===== config.mk =====
export PLATFORM = sky130hd
export DESIGN_NAME = branch_resolve_queue
export DESIGN_NICKNAME = d
export VERILOG_FILES = /design/src/rtl/branch_resolve_queue.sv
export SDC_FILE = /design/constraint.sdc
export NUM_CORES = 1
export LEC_CHECK = 0
export BUFFER_PORTS_ARGS = -buffer_cell sky130_fd_sc_hd__buf_2
export CAP_MARGIN = 20
export CORE_UTILIZATION = 48
export DETAILED_ROUTE_END_ITERATION = 8
export HOLD_SLACK_MARGIN = 0.1
export PLACE_DENSITY = 0.66
export SYNTH_ARGS = -nofsm -noshare
export SYNTH_HDL_FRONTEND = slang
export SYNTH_SLANG_ARGS = --single-unit

===== constraint.sdc =====
create_clock -name clock -period 3.6 [get_ports clock]
set_input_delay 0 -clock clock [delete_from_list [all_inputs] [get_ports clock]]
set_output_delay 0 -clock clock [all_outputs]
set_load 0.01 [all_outputs]

===== src/rtl/branch_resolve_queue.sv =====
// branch_resolve_queue: in-order queue of in-flight branch predictions that owns the speculative GHR
// and emits registered training packets at resolution. Optional macro: BRQ_HIST_REPAIR_EN.
module branch_resolve_queue #(
    parameter int HIST_W = 12,
    parameter int DEPTH  = 8
) (
    input  logic                       clock,
    input  logic                       reset,
    input  logic                       pred_valid,
    output logic                       pred_ready,
    input  logic                       lp_prediction,
    input  logic                       gp_prediction,
    input  logic                       choice_prediction,
    output logic [HIST_W-1:0]          global_history,
    input  logic                       resolve_valid,
    input  logic                       actually_taken,
    output logic                       upd_valid,
    output logic [HIST_W-1:0]          upd_index,
    output logic                       upd_count_up,
    output logic                       upd_count_down,
    output logic                       upd_taken,
    output logic                       mispredict,
    output logic [$clog2(DEPTH):0]     occupancy,
    output logic                       err_underflow
);
    localparam int PTR_W = $clog2(DEPTH);
    localparam int OCC_W = PTR_W + 1;

    typedef struct packed {
        logic [HIST_W-1:0] hist;
        logic              lp;
        logic              gp;
        logic              fin;
    } entry_t;

    entry_t           mem [DEPTH];
    logic [PTR_W-1:0] head_ptr;
    logic [PTR_W-1:0] tail_ptr;
    entry_t           head_e;
    logic             final_pred;
    logic             push_req;
    logic             push;
    logic             pop;
    logic             head_mis;
    logic             recover;

    // NOTE: every signal is assigned unconditionally in this always_comb, so no latch can be inferred.
    always_comb begin
        final_pred = choice_prediction ? gp_prediction : lp_prediction;
        pred_ready = (occupancy != OCC_W'(DEPTH));
        push_req   = pred_valid && pred_ready;
        pop        = resolve_valid && (occupancy != '0);
        head_e     = mem[head_ptr];
        head_mis   = pop && (head_e.fin != actually_taken);
`ifdef BRQ_HIST_REPAIR_EN
        recover    = head_mis;
`else
        recover    = 1'b0;
`endif
        // A recovering resolve squashes any push arriving in the same cycle.
        push       = push_req && !recover;
    end

    // NOTE: the entry array is deliberately not reset; pointers and occupancy alone decide which entries are live.
    always_ff @(posedge clock) begin
        if (push) begin
            mem[tail_ptr] <= '{hist: global_history, lp: lp_prediction, gp: gp_prediction, fin: final_pred};
        end
    end

    // NOTE: sequential state uses non-blocking assignments so every register samples pre-edge values.
    always_ff @(posedge clock or negedge reset) begin
        if (!reset) begin
            head_ptr       <= '0;
            tail_ptr       <= '0;
            occupancy      <= '0;
            global_history <= '0;
            err_underflow  <= 1'b0;
        end else begin
            if (resolve_valid && (occupancy == '0)) begin
                err_underflow <= 1'b1;
            end
            if (recover) begin
                // Rebuild history from the resolved branch's own index plus its true outcome.
                global_history <= {head_e.hist[HIST_W-2:0], actually_taken};
                head_ptr       <= head_ptr + PTR_W'(1);
                tail_ptr       <= head_ptr + PTR_W'(1);
                occupancy      <= '0;
            end else begin
                if (push) begin
                    global_history <= {global_history[HIST_W-2:0], final_pred};
                    tail_ptr       <= tail_ptr + PTR_W'(1);
                end
                if (pop) begin
                    head_ptr <= head_ptr + PTR_W'(1);
                end
                occupancy <= occupancy + OCC_W'(push) - OCC_W'(pop);
            end
        end
    end

    always_ff @(posedge clock or negedge reset) begin
        if (!reset) begin
            upd_valid      <= 1'b0;
            upd_index      <= '0;
            upd_count_up   <= 1'b0;
            upd_count_down <= 1'b0;
            upd_taken      <= 1'b0;
            mispredict     <= 1'b0;
        end else begin
            upd_valid  <= pop;
            mispredict <= head_mis;
            if (pop) begin
                upd_index      <= head_e.hist;
                upd_count_up   <= (actually_taken == head_e.gp) && (actually_taken != head_e.lp);
                upd_count_down <= (actually_taken == head_e.lp) && (actually_taken != head_e.gp);
                upd_taken      <= actually_taken;
            end
        end
    end
endmodule


-- Yosys cells after proc, flatten, opt, wreduce, memory -nomap -nowiden
Memory sizes are Yosys's and may differ from the RTL's.
Cells that the tools add are included.
- memories kept: 1
- bits of input ports: 8
- word-level logic and storage cells: 33
- register bits after elaboration: 40
- bits in writable memories: 120
- multiplexer cells: 3
- add/sub/neg operators: 4
- equal/unequal tests: 6
- reductions and logical operators: 8
- memory list (memory ; depth ; bits a word ; read ports ; clocked after memory_dff ; write ports ; RTL line ; RTL):
    mem ; 8 ; 15 ; 1 ; 0 ; 1 ; 36 ; entry_t mem [DEPTH];
- operator list (operator ; number):
    adder 3 x 1 -> 3 bit (second input constant) ; 2
    logical AND 1 bit ; 6
    adder 4 x 1 -> 4 bit ; 1
    logical NOT 4 bit ; 1
    != test 4 bit (second input constant) ; 1
    nonzero test 4 bit ; 1
    subtractor 4 x 1 -> 4 bit ; 1
    two-way mux 1 bit ; 3
    != test 1 bit ; 3
    == test 1 bit ; 2

-- Logic depth before layout (Yosys ltp)
- word-level depth: 4
- depth in mapped cells: 12
- depth with buffers taken out: 11

-- Worst setup path before layout
OpenSTA, ideal clock, no wires.
- path kind: register to register
- start point: reg occupancy[2]
- end point: mem mem[0][0] (netlist bit) (enable)
- cell stages (with the launch flop): 7
- clock period less this slack: 3260 ps
- path slack: 340 ps
- data arrival time: 2834 ps
- cell sequence: dfrtp_1 -> inv_1 -> ha_1 -> a21boi_2 -> buf_2 -> inv_1 -> nor4_1
- cells in the longest elaborated chain, start to end: 4
- ends and longest elaborated chain (element ; RTL line ; RTL):
    start: declaration ; 23 ; output logic [$clog2(DEPTH):0] occupancy,
    start signal: assignment ; 97 ; occupancy <= occupancy + OCC_W'(push) - OCC_W'(pop);
    != test 4 bit ; 50 ; pred_ready = (occupancy != OCC_W'(DEPTH));
    logical AND 1 bit ; 51 ; push_req = pred_valid && pred_ready;
    two-way mux 1 bit ; 66 ; if (push) begin
    two-way mux 1 bit (not written as such) ; 67 ; mem[tail_ptr] <= '{hist: global_history, lp: lp_prediction, gp: gp_prediction, fin: final_pred};
    end: declaration ; 36 ;
No other way between the ends.

-- Worst setup path after layout
- start point: reg occupancy[2]
- end point: reg occupancy[2]
- cells in the longest elaborated chain, start to end: 4
- elaborated cells between the ends (all ways): 6
- those cells by class: 2 x add/sub; 1 x eq/ne; 3 x reduce/logical
- ends and longest elaborated chain (element ; RTL line):
    != test 4 bit ; 50
    logical AND 1 bit ; 51
    adder 4 x 1 -> 4 bit ; 97
    subtractor 4 x 1 -> 4 bit * ; 97
Mark *: on every way between the ends. The rest lies on a longest branch, timed or not.
A chain may end at the register's enable or synchronous reset.

==> out/metrics.csv <==
metric;value;unit
port_buffers;42;
die-area;0.01345;mm2
postCtsHoldBufs;6;
routed_wl;11130;um
synth-async-reset-ratio;25.00;%
clockPowerShare;24.8;%
cp_slowest_stage_delay;0.43;ns
num_vias;3042;
r2r_end;occupancy[2]$_DFF_PN0_;
yosysWarnings;0;
p_leak;2.695;nW
syn_area;0.006233;mm2
synth_edf_count;120;
cap_violations;0;
cpMaxStageDelayCell;a21boi_2;
fmaxAchievable;388.4;MHz
syn_to_final_growth;17.26;%
fillers;966;
grt_usage;18.85;%
synthCells;316;
overflow;0;
rsz0062_at_grt;no;
r2r.worst_path.cells;9;
cts_tree;yes;
end_kind;register;
crit_type;reg -> reg;
hold_path.class;in -> reg;
final.min_clock_period;2.575;ns
worstMarginPinSlew;0.8180;ns
antenna_found_initial;0;
clkTransAtPathRegs;0.06;ns
cp_cell_sequence;inv_1, ha_1, a21boi_2, inv_1, ha_1, inv_1, ha_1, fa_1, xor2_1;
hold_viol_final;0;
cts_buffers;17;
grt_first_pass_wirelength;17500;um
arrival;2.87;ns
ir_worst_vdd;430.0;uV
fin_nets;402;
holdPathEnd;global_history[9]$_DFFE_PN0P_;
cts-root-buf;clkbuf_16;
maxSlewViolCount;0;
setup_viol;0;
p_total;6.216;mW
fin_area;0.007310;mm2
multi_input_area;0.001548;mm2
grt_start_max_net_pins;41;
die_w;116.0;um
worstHoldPathCells;3;
worstSkewPairLatency;0.42;ns
routabilityCongestion;0.7345;
hold_start;pred_valid;
finalCritPeriodShare;71.53;%
start_kind;register;
synth_nets;333;
cp_max_fo;9;
yosys_most_used_dff;edfxtp_1;
setup.worst_path.start;occupancy[2]$_DFF_PN0_;
net-switching-power;1.902;mW
grt_pass1_vias;3125;
fin_tns_setup;0;ns
sw_frac_of_total;30.60;%
ff_latch_area;0.004606;mm2
initial_core_util;49.40;%
ys_ff_latch;160;
drtIter0Drc;153;
diodes;0;
pin_count;43;
post_dp_cell_area;0.006710;mm2
p_int;4.314;mW
required;3.90;ns
cts_resized;0;
core;0.01262;mm2
ant_nets;0;
skew;0.005970;ns
drive_above_1_share;32.41;%
drc;0;
reg2reg_from;occupancy[2]$_DFF_PN0_;
viasPerCell;5.337;
powerDensity;850.4;mW/mm2
p_seq_share;49.2;%
p_comb_share;26.0;%
clock-sinks;160;
ys_seq_area_share;73.87;%
slew_headroom;45.46;%
syn_avg_cell_area;19.73;um2
ctsLongestPathBuffers;2;
post_cts_buffers;0;
synth_cell_type_count;30;
wl_per_cell;19.52;um
htree_levels;4;
num_rows;41;
r2r_setup_slack;1.03;ns
dr.pass1.iters;4;
die_h;116.0;um
status;complete, no violations;
hpwl;6944;um
area by class of cell:
type	instances	share of cell area (%)
Clock buffer	21	6.025
Sequential cell	160	63.01
Clock inverter	11	0.9415
Timing Repair Buffer	64	5.546
Multi-Input combinational cell	135	21.17
Tap cell	172	2.944
Inverter	7	0.3595
synth_stat cells, types with 2 or more instances:
cell | count | area share, %
xor2_1 | 4 | 0.56
nor4_2 | 2 | 0.40
mux2i_1 | 15 | 2.4
nor3_1 | 4 | 0.32
mux2_2 | 16 | 2.9
clkbuf_1 | 6 | 0.36
o21ai_0 | 12 | 0.96
dfrtp_1 | 40 | 16
buf_2 | 2 | 0.16
nand2_1 | 20 | 1.2
xnor2_1 | 3 | 0.42
a221o_1 | 2 | 0.32
buf_1 | 2 | 0.12
a21o_1 | 3 | 0.36
nor2_1 | 7 | 0.42
inv_1 | 7 | 0.42
mux4_2 | 22 | 7.9
buf_4 | 2 | 0.24
edfxtp_1 | 120 | 58
nand2b_1 | 3 | 0.30
ha_1 | 8 | 1.6
mux4_1 | 8 | 3.4
metal layers:
layer / share of wire, % / wire [um] / track usage [%] / up-vias
met5: 0 / 0 / 0 / -
met4: 2.2 / 246 / 8.803 / 0
met3: 6.3 / 703 / 4.393 / 19
met2: 49 / 5434 / 29.68 / 93
met1: 43 / 4743 / 25.11 / 1540
li1: - / - / - / 1390
critical path, delay by kind of cell, from the launching register on:
family          cells  cell delay (ns)
flops               1             0.35
xor+xnor            1             0.16
buf+inv             3             0.37
fa+ha+maj           4             1.16
compound gates      1             0.43
sequential cells by signal, indices dropped and copies added (netlist names):
register        count
err_underflow       1
global_history     12
head_ptr            3
mem               120
mispredict          1
occupancy           4
tail_ptr            3
upd_count_down      1
upd_count_up        1
upd_index          12
upd_taken           1
upd_valid           1
how the worst max path moves through the flow:
stage	to	slack, ns	depth (start not counted)
2_1_floorplan	mem[0][0]$_DFFE_PP_	0.34	6
3_3_place_gp	mem[4][6]$_DFFE_PP_	1.12	6
3_5_place_dp	occupancy[2]$_DFF_PN0_	1.04	9
4_1_cts	occupancy[2]$_DFF_PN0_	1.02	9
5_1_grt	mem[4][14]$_DFFE_PP_	0.86	6
6_report	occupancy[2]$_DFF_PN0_	1.03	9
power by group through the flow:
| stage | combinational (mW) | clock [mW] | sequential, mW |
|---|---|---|---|
| 2_1_floorplan | 1.17 | 0 | 2.97 |
| 3_3_place_gp | 1.61 | 0 | 3.09 |
| 3_5_place_dp | 1.64 | 0 | 3.12 |
| 4_1_cts | 1.65 | 1.57 | 3.08 |
| 5_1_grt | 1.78 | 1.65 | 3.14 |
| 6_report | 1.61 | 1.54 | 3.06 |
cells in the final DEF, fill, tap and decap left out, types with 12 or more instances in the layout:
cell type	count
buf_2	42
buf_4	14
clkbuf_16	17
dfrtp_1	39
edfxtp_1	120
mux2_2	16
mux2i_1	15
mux4_2	22
nand2_1	20
o21ai_0	12
cell families after synthesis:
family,count (synthesis),synth area share (%)
mux,61,16.62
buf+inv,21,1.726
simple gates,39,2.971
flops,160,73.87
xor+xnor,7,0.9836
compound gates,19,1.907
fa+ha+maj,9,1.927
per-stage QoR:
stage               util [%]  hold WS, ns  std cells  worst slack (ns)
CTS                    57.68       0.1589        568             1.023
detailed placement     53.17       0.2147        530             1.038
global route           57.92       0.1799        570            0.8556
global placement       53.17       0.2110        530             1.124
floorplan                  -      -0.2956        316            0.3400
finish                 57.92       0.1759        570             1.025
(Power assumes the default switching activity.)
